<file path="src/rtl/rst_seq.sv">
// Reset release sequencer: releases DDR2 interface, then peripherals, then CPU,
// gated on PLL lock and DDR2 calibration, re-sequencing on lock loss or soft reset.
module rst_seq #(
    parameter int HOLD_CYCLES   = 16,
    parameter int LOCK_FILTER   = 8,
    parameter int CALIB_TIMEOUT = 1048576
) (
    input  logic       wb_clk,
    input  logic       wb_rst_i,
    input  logic       locked_mcm,
    input  logic       ddr2_calib_done_i,
    input  logic       soft_rst_req_i,
    output logic       ddr2_if_rst_o,
    output logic       periph_rst_o,
    output logic       cpu_rst_o,
    output logic       sys_ready_o,
    output logic       calib_timeout_o,
    output logic [2:0] state_o
);

    // state      | meaning
    // HOLD       | all resets asserted for HOLD_CYCLES
    // WAIT_LOCK  | all resets asserted, filtering locked_mcm
    // WAIT_CALIB | DDR2 interface released, waiting for calibration
    // REL_PERIPH | peripherals released, CPU held for HOLD_CYCLES
    // RUN        | everything released
    localparam logic [2:0] S_HOLD       = 3'd0;
    localparam logic [2:0] S_WAIT_LOCK  = 3'd1;
    localparam logic [2:0] S_WAIT_CALIB = 3'd2;
    localparam logic [2:0] S_REL_PERIPH = 3'd3;
    localparam logic [2:0] S_RUN        = 3'd4;

    localparam int MAX_HL = (HOLD_CYCLES > LOCK_FILTER) ? HOLD_CYCLES : LOCK_FILTER;
    localparam int MAX_P  = (MAX_HL > CALIB_TIMEOUT) ? MAX_HL : CALIB_TIMEOUT;
    localparam int CW     = $clog2(MAX_P) + 1;
    localparam int FW     = $clog2(LOCK_FILTER) + 1;

    logic [2:0]    state, state_next;
    logic [CW-1:0] cnt, cnt_next;
    logic [FW-1:0] filt, filt_next;
    logic          abort, lock_ok, cnt_tc, timeout_set;
    logic          ddr2_next, periph_next, cpu_next, ready_next;

    assign abort   = ~locked_mcm | soft_rst_req_i;
    assign cnt_tc  = (cnt == CW'(1));
    assign lock_ok = (filt_next == FW'(LOCK_FILTER));
    assign state_o = state;

    always_ff @(posedge wb_clk) begin
        if (wb_rst_i) begin
            state           <= S_HOLD;
            cnt             <= '0;
            filt            <= '0;
            calib_timeout_o <= 1'b0;
            ddr2_if_rst_o   <= 1'b1;
            periph_rst_o    <= 1'b1;
            cpu_rst_o       <= 1'b1;
            sys_ready_o     <= 1'b0;
        end else begin
            state           <= state_next;
            cnt             <= cnt_next;
            filt            <= filt_next;
            calib_timeout_o <= calib_timeout_o | timeout_set;
            ddr2_if_rst_o   <= ddr2_next;
            periph_rst_o    <= periph_next;
            cpu_rst_o       <= cpu_next;
            sys_ready_o     <= ready_next;
        end
    end

    always_comb begin
        state_next  = state;
        timeout_set = 1'b0;
        filt_next   = '0;
        if (state == S_WAIT_LOCK && locked_mcm)
            filt_next = (filt == FW'(LOCK_FILTER)) ? filt : filt + FW'(1);
        case (state)
            S_HOLD:      if (cnt_tc) state_next = S_WAIT_LOCK;
            S_WAIT_LOCK: if (lock_ok) state_next = S_WAIT_CALIB;
            S_WAIT_CALIB: begin
                if (abort)                  state_next = S_HOLD;
                else if (ddr2_calib_done_i) state_next = S_REL_PERIPH;
                else if (cnt_tc) begin
                    state_next  = S_HOLD;
                    timeout_set = 1'b1;
                end
            end
            S_REL_PERIPH: begin
                if (abort)       state_next = S_HOLD;
                else if (cnt_tc) state_next = S_RUN;
            end
            S_RUN:       if (abort) state_next = S_HOLD;
            default:     state_next = S_HOLD;
        endcase

        // Timed states exit when the counter reaches 1. A zero count in HOLD only
        // happens straight out of wb_rst_i, where the first cycle is already spent.
        cnt_next = cnt;
        if (state_next != state) begin
            case (state_next)
                S_HOLD:       cnt_next = CW'(HOLD_CYCLES);
                S_WAIT_CALIB: cnt_next = CW'(CALIB_TIMEOUT);
                S_REL_PERIPH: cnt_next = CW'(HOLD_CYCLES);
                default:      cnt_next = '0;
            endcase
        end else if (state == S_HOLD && cnt == '0) begin
            cnt_next = CW'(HOLD_CYCLES - 1);
        end else if (cnt != '0) begin
            cnt_next = cnt - CW'(1);
        end
    end

    always_comb begin
        ddr2_next   = 1'b1;
        periph_next = 1'b1;
        cpu_next    = 1'b1;
        ready_next  = 1'b0;
        case (state_next)
            S_WAIT_CALIB: ddr2_next = 1'b0;
            S_REL_PERIPH: begin
                ddr2_next   = 1'b0;
                periph_next = 1'b0;
            end
            S_RUN: begin
                ddr2_next   = 1'b0;
                periph_next = 1'b0;
                cpu_next    = 1'b0;
                ready_next  = 1'b1;
            end
            default: ;
        endcase
    end

endmodule

</file>
<file path="config.mk">
export PLATFORM = sky130hd
export DESIGN_NAME = rst_seq
export DESIGN_NICKNAME = d
export VERILOG_FILES = /design/src/rtl/rst_seq.sv
export SDC_FILE = /design/constraint.sdc
export NUM_CORES = 1
export LEC_CHECK = 0
export CAP_MARGIN = 20
export CORE_MARGIN = 10
export CORE_UTILIZATION = 55
export CTS_CLUSTER_DIAMETER = 80
export DETAILED_ROUTE_END_ITERATION = 7
export PLACE_DENSITY = 0.75
export SLEW_MARGIN = 0
export SYNTH_ARGS = -nofsm -noshare
export SYNTH_HDL_FRONTEND = slang
export SYNTH_SLANG_ARGS = --single-unit
</file>
<file path="constraint.sdc">
create_clock -name wb_clk -period 6.4 [get_ports wb_clk]
set_clock_uncertainty 0.15 [all_clocks]
set_input_delay 1.28 -clock wb_clk [delete_from_list [all_inputs] [get_ports wb_clk]]
set_output_delay 1.28 -clock wb_clk [all_outputs]
set_load 0.01 [all_outputs]
</file>
==> flow_metrics.py <==
metrics = {
    "logic_synthesis": {
        "syn_area_per_cell_um2": 8.913,
        "yosysWarnings": 0,
        "synth_top_family_by_area": "simple AND/OR/NAND/NOR gates",
        "synthAdderAreaFrac_pct": 3.205,
        "syn_inst": 219,
        "synth_top_flop_cell": "dfxtp_1",
        "synth_edf_count": 0,
        "synth.distinct_cells": 54,
        "ys_seq_area_share_pct": 33.85,
        "synth.area.mux_share_pct": 1.090,
        "ys_ff_latch": 33,
        "synthTopCellsByArea": "dfxtp_1 (34%), xnor2_1 (4.9%), nor2_4 (4.6%)",
        "ys_async_sr_fraction_pct": 0,
        "synth_area_um2": 1952,
        "synth-simple-area-share_pct": 35.32,
        "synthXorXnorAreaFrac_pct": 8.077,
        "syn_nets": 229,
        "synth_compound_area_share_pct": 13.53,
        "synth_top_area_share_pct": 33.85,
        "yosys.area.top_type": "dfxtp_1",
    },
    "hold_path": {
        "min-delay-path-class": "reg -> reg",
        "hold_depth": 2,
    },
    "detailed_routing": {
        "met2WireLength_um": 1939,
        "detail_route.wl_per_cell_um": 14.68,
        "drt_iter0_drc": 76,
        "drc_errors": 0,
        "dr.pass1.iters": 4,
        "met1_length_um": 1919,
        "dr_wl_met3_um": 184,
        "antenna_left": 0,
        "maxUsedRoutingLayer": "met4",
        "wl_um": 4097,
        "viasPerCell": 5.720,
        "vias": 1596,
    },
    "clock_network": {
        "cts_tree": "built",
        "clkTransAtPathRegs_ns": 0.11,
        "cts_buffer_depth": 2,
        "holdBufCountCts": 0,
        "cts_buffers": 5,
        "root_buffer": "clkbuf_4",
        "cts_htree_levels": 2,
        "clkLatencyLatePin_ns": 0.34,
        "cts_resized": 0,
        "cts_sinks": 33,
        "post-cts-setup-buffers": 0,
    },
    "final_layout": {
        "synthToLayoutAreaGrowth_pct": 10.06,
        "regArea_um2": 660.6,
        "drive_gt1_share_pct": 12.45,
        "final_common_cell": "dfxtp_1",
        "multi_input_area_um2": 1195,
        "antennaDiodeCount": 0,
        "fillers": 297,
        "nNetsFinal": 242,
        "layout_common_cells": "dfxtp_1 (33), nor2_1 (23), inv_1 (12), clkdlybuf4s50_1 (12), xnor2_1 (11)",
    },
    "critical_path": {
        "crit_fanout": 15,
        "arrival_ns": 3.77,
        "cp-end-kind": "flop",
        "crit_required_ns": 6.45,
        "crit_type": "in -> reg",
        "reg2reg_depth": 6,
        "start_kind": "primary input",
    },
    "job": {
        "drv_cap": 0,
    },
    "sta": {
        "fin_crit_ns": 3.716,
        "whs_ns": 0.3516,
        "grt_setup_unrepaired": "false",
        "slew_headroom_pct": 32.47,
        "hold_viol": 0,
        "clock.fmax_mhz": 269.1,
        "worst_pin_slew_ns": 1.013,
        "setup_viol": 0,
        "drv_slew": 0,
        "final.setup.tns_ns": 0,
        "period_share_pct": 58.07,
    },
    "grt": {
        "track_usage_pct": 13.20,
        "grt_max_degree": 16,
        "gr-total-overflow": 0,
        "grt_pass1_wl_um": 6803,
        "antenna_found_initial": 0,
        "grt_pass1_vias": 1456,
    },
    "power": {
        "clkPwrFrac_pct": 14.3,
        "pwr-share-seq_pct": 33.6,
        "power_frac_comb_pct": 52.1,
        "leakagePower_nw": 0.7442,
        "p_per_area_nw_per_um2": 443.8,
        "intPower_mw": 0.5209,
        "ir_worst_vdd_v": 0.0002995,
        "switching_share_pct": 45.38,
        "p_switching_mw": 0.4327,
    },
    "die": {
        "coreArea_um2": 3390,
        "chipWidth_um": 79.57,
        "dieHeight_um": 79.57,
        "dieArea_um2": 6331,
        "ios": 13,
        "num_rows": 21,
        "initial_utilization_pct": 57.59,
    },
    "place": {
        "place_congestion": 0.8560,
        "dp.final_hpwl_um": 3032,
        "io_buffers": 12,
    },
    "outcome": {
        "outcome": "finished clean",
    },
}
==> final timing paths <==
kind | startpoint | endpoint | slack (ns)
max | locked_mcm | cnt[8] | 2.68
min reg2reg | calib_timeout_o | calib_timeout_o | 0.35
max reg2reg | cnt[9] | cnt[8] | 3.24
min | calib_timeout_o | calib_timeout_o | 0.35
==> synth_stat cells (3+ instances only) <==
| master | count |
|---|---|
| ha_1 | 5 |
| nor2_4 | 8 |
| nand2b_1 | 6 |
| nor4_1 | 3 |
| nor2_1 | 23 |
| xor2_1 | 7 |
| a21o_1 | 3 |
| dfxtp_1 | 33 |
| nand3_1 | 10 |
| or3_1 | 5 |
| inv_1 | 12 |
| a31oi_1 | 3 |
| nand4_1 | 9 |
| a21oi_1 | 8 |
| a211oi_1 | 4 |
| xnor2_1 | 11 |
| nor3_1 | 10 |
| nand2_1 | 10 |
| buf_4 | 3 |
| nor2b_1 | 3 |
| o21ai_0 | 4 |
==> through the flow <==
stage | worst slack (ns) | utilization [%] | std cells | power, mW | area (um2)
finish | 2.684 | 63.38 | 279 | 0.9535 | 2148
CTS | 2.659 | 63.38 | 279 | 0.9540 | 2148
global route | 2.471 | 63.38 | 279 | 1.029 | 2148
floorplan | 3.535 | - | 219 | 0.7379 | 1952
global placement | 2.392 | 61.31 | 271 | 0.8075 | 2078
detailed placement | 2.299 | 61.31 | 271 | 0.8171 | 2078
==> final cells by class <==
class / count / share of cell area [%]
clock inverters: 1 / 0.2330
clock buffers: 7 / 3.029
repair buffers: 12 / 5.591
inverters: 12 / 2.097
flip-flops and latches: 33 / 30.75
multi-input cells: 168 / 55.62
well taps: 46 / 2.679
==> metal layers <==
metal	track usage [%]	up-vias
met2	21.36	31
met1	16.24	747
li1	-	811
met5	0	-
met4	3.226	0
met3	4.617	7
==> sequential cells by signal, indices dropped and copies added, names as in the netlist <==
register	cells
sys_ready_o	1
cnt	21
ddr2_if_rst_o	1
filt	4
calib_timeout_o	1
cpu_rst_o	1
periph_rst_o	1
state_o	3
==> power groups by stage <==
stage | clock network [mW] | logic [mW] | registers, mW
2_1_floorplan | 0 | 0.431 | 0.307
3_3_place_gp | 0 | 0.485 | 0.322
3_5_place_dp | 0 | 0.493 | 0.324
4_1_cts | 0.138 | 0.497 | 0.320
5_1_grt | 0.144 | 0.558 | 0.327
6_report | 0.136 | 0.497 | 0.320
==> critical path, stage by stage <==
cell,delay [ns]
clkdlybuf4s50_1,0.54
nor2b_1,0.38
nand4_1,0.14
o41a_2,0.41
nand3_2,0.10
or3_1,0.79
nor2_1,0.11
==> cell families (layout without fill, tap and decap cells) <==
kind of cell | Yosys count | after routing
AND/OR/NAND/NOR | 108 | 108
AO/OA/AOI/OAI | 35 | 35
flip-flops | 33 | 33
XOR/XNOR | 18 | 18
buffers and inverters | 18 | 32
adder cells (fa/ha/maj) | 5 | 5
multiplexers | 2 | 2
Power figures use the tool's default switching activity.
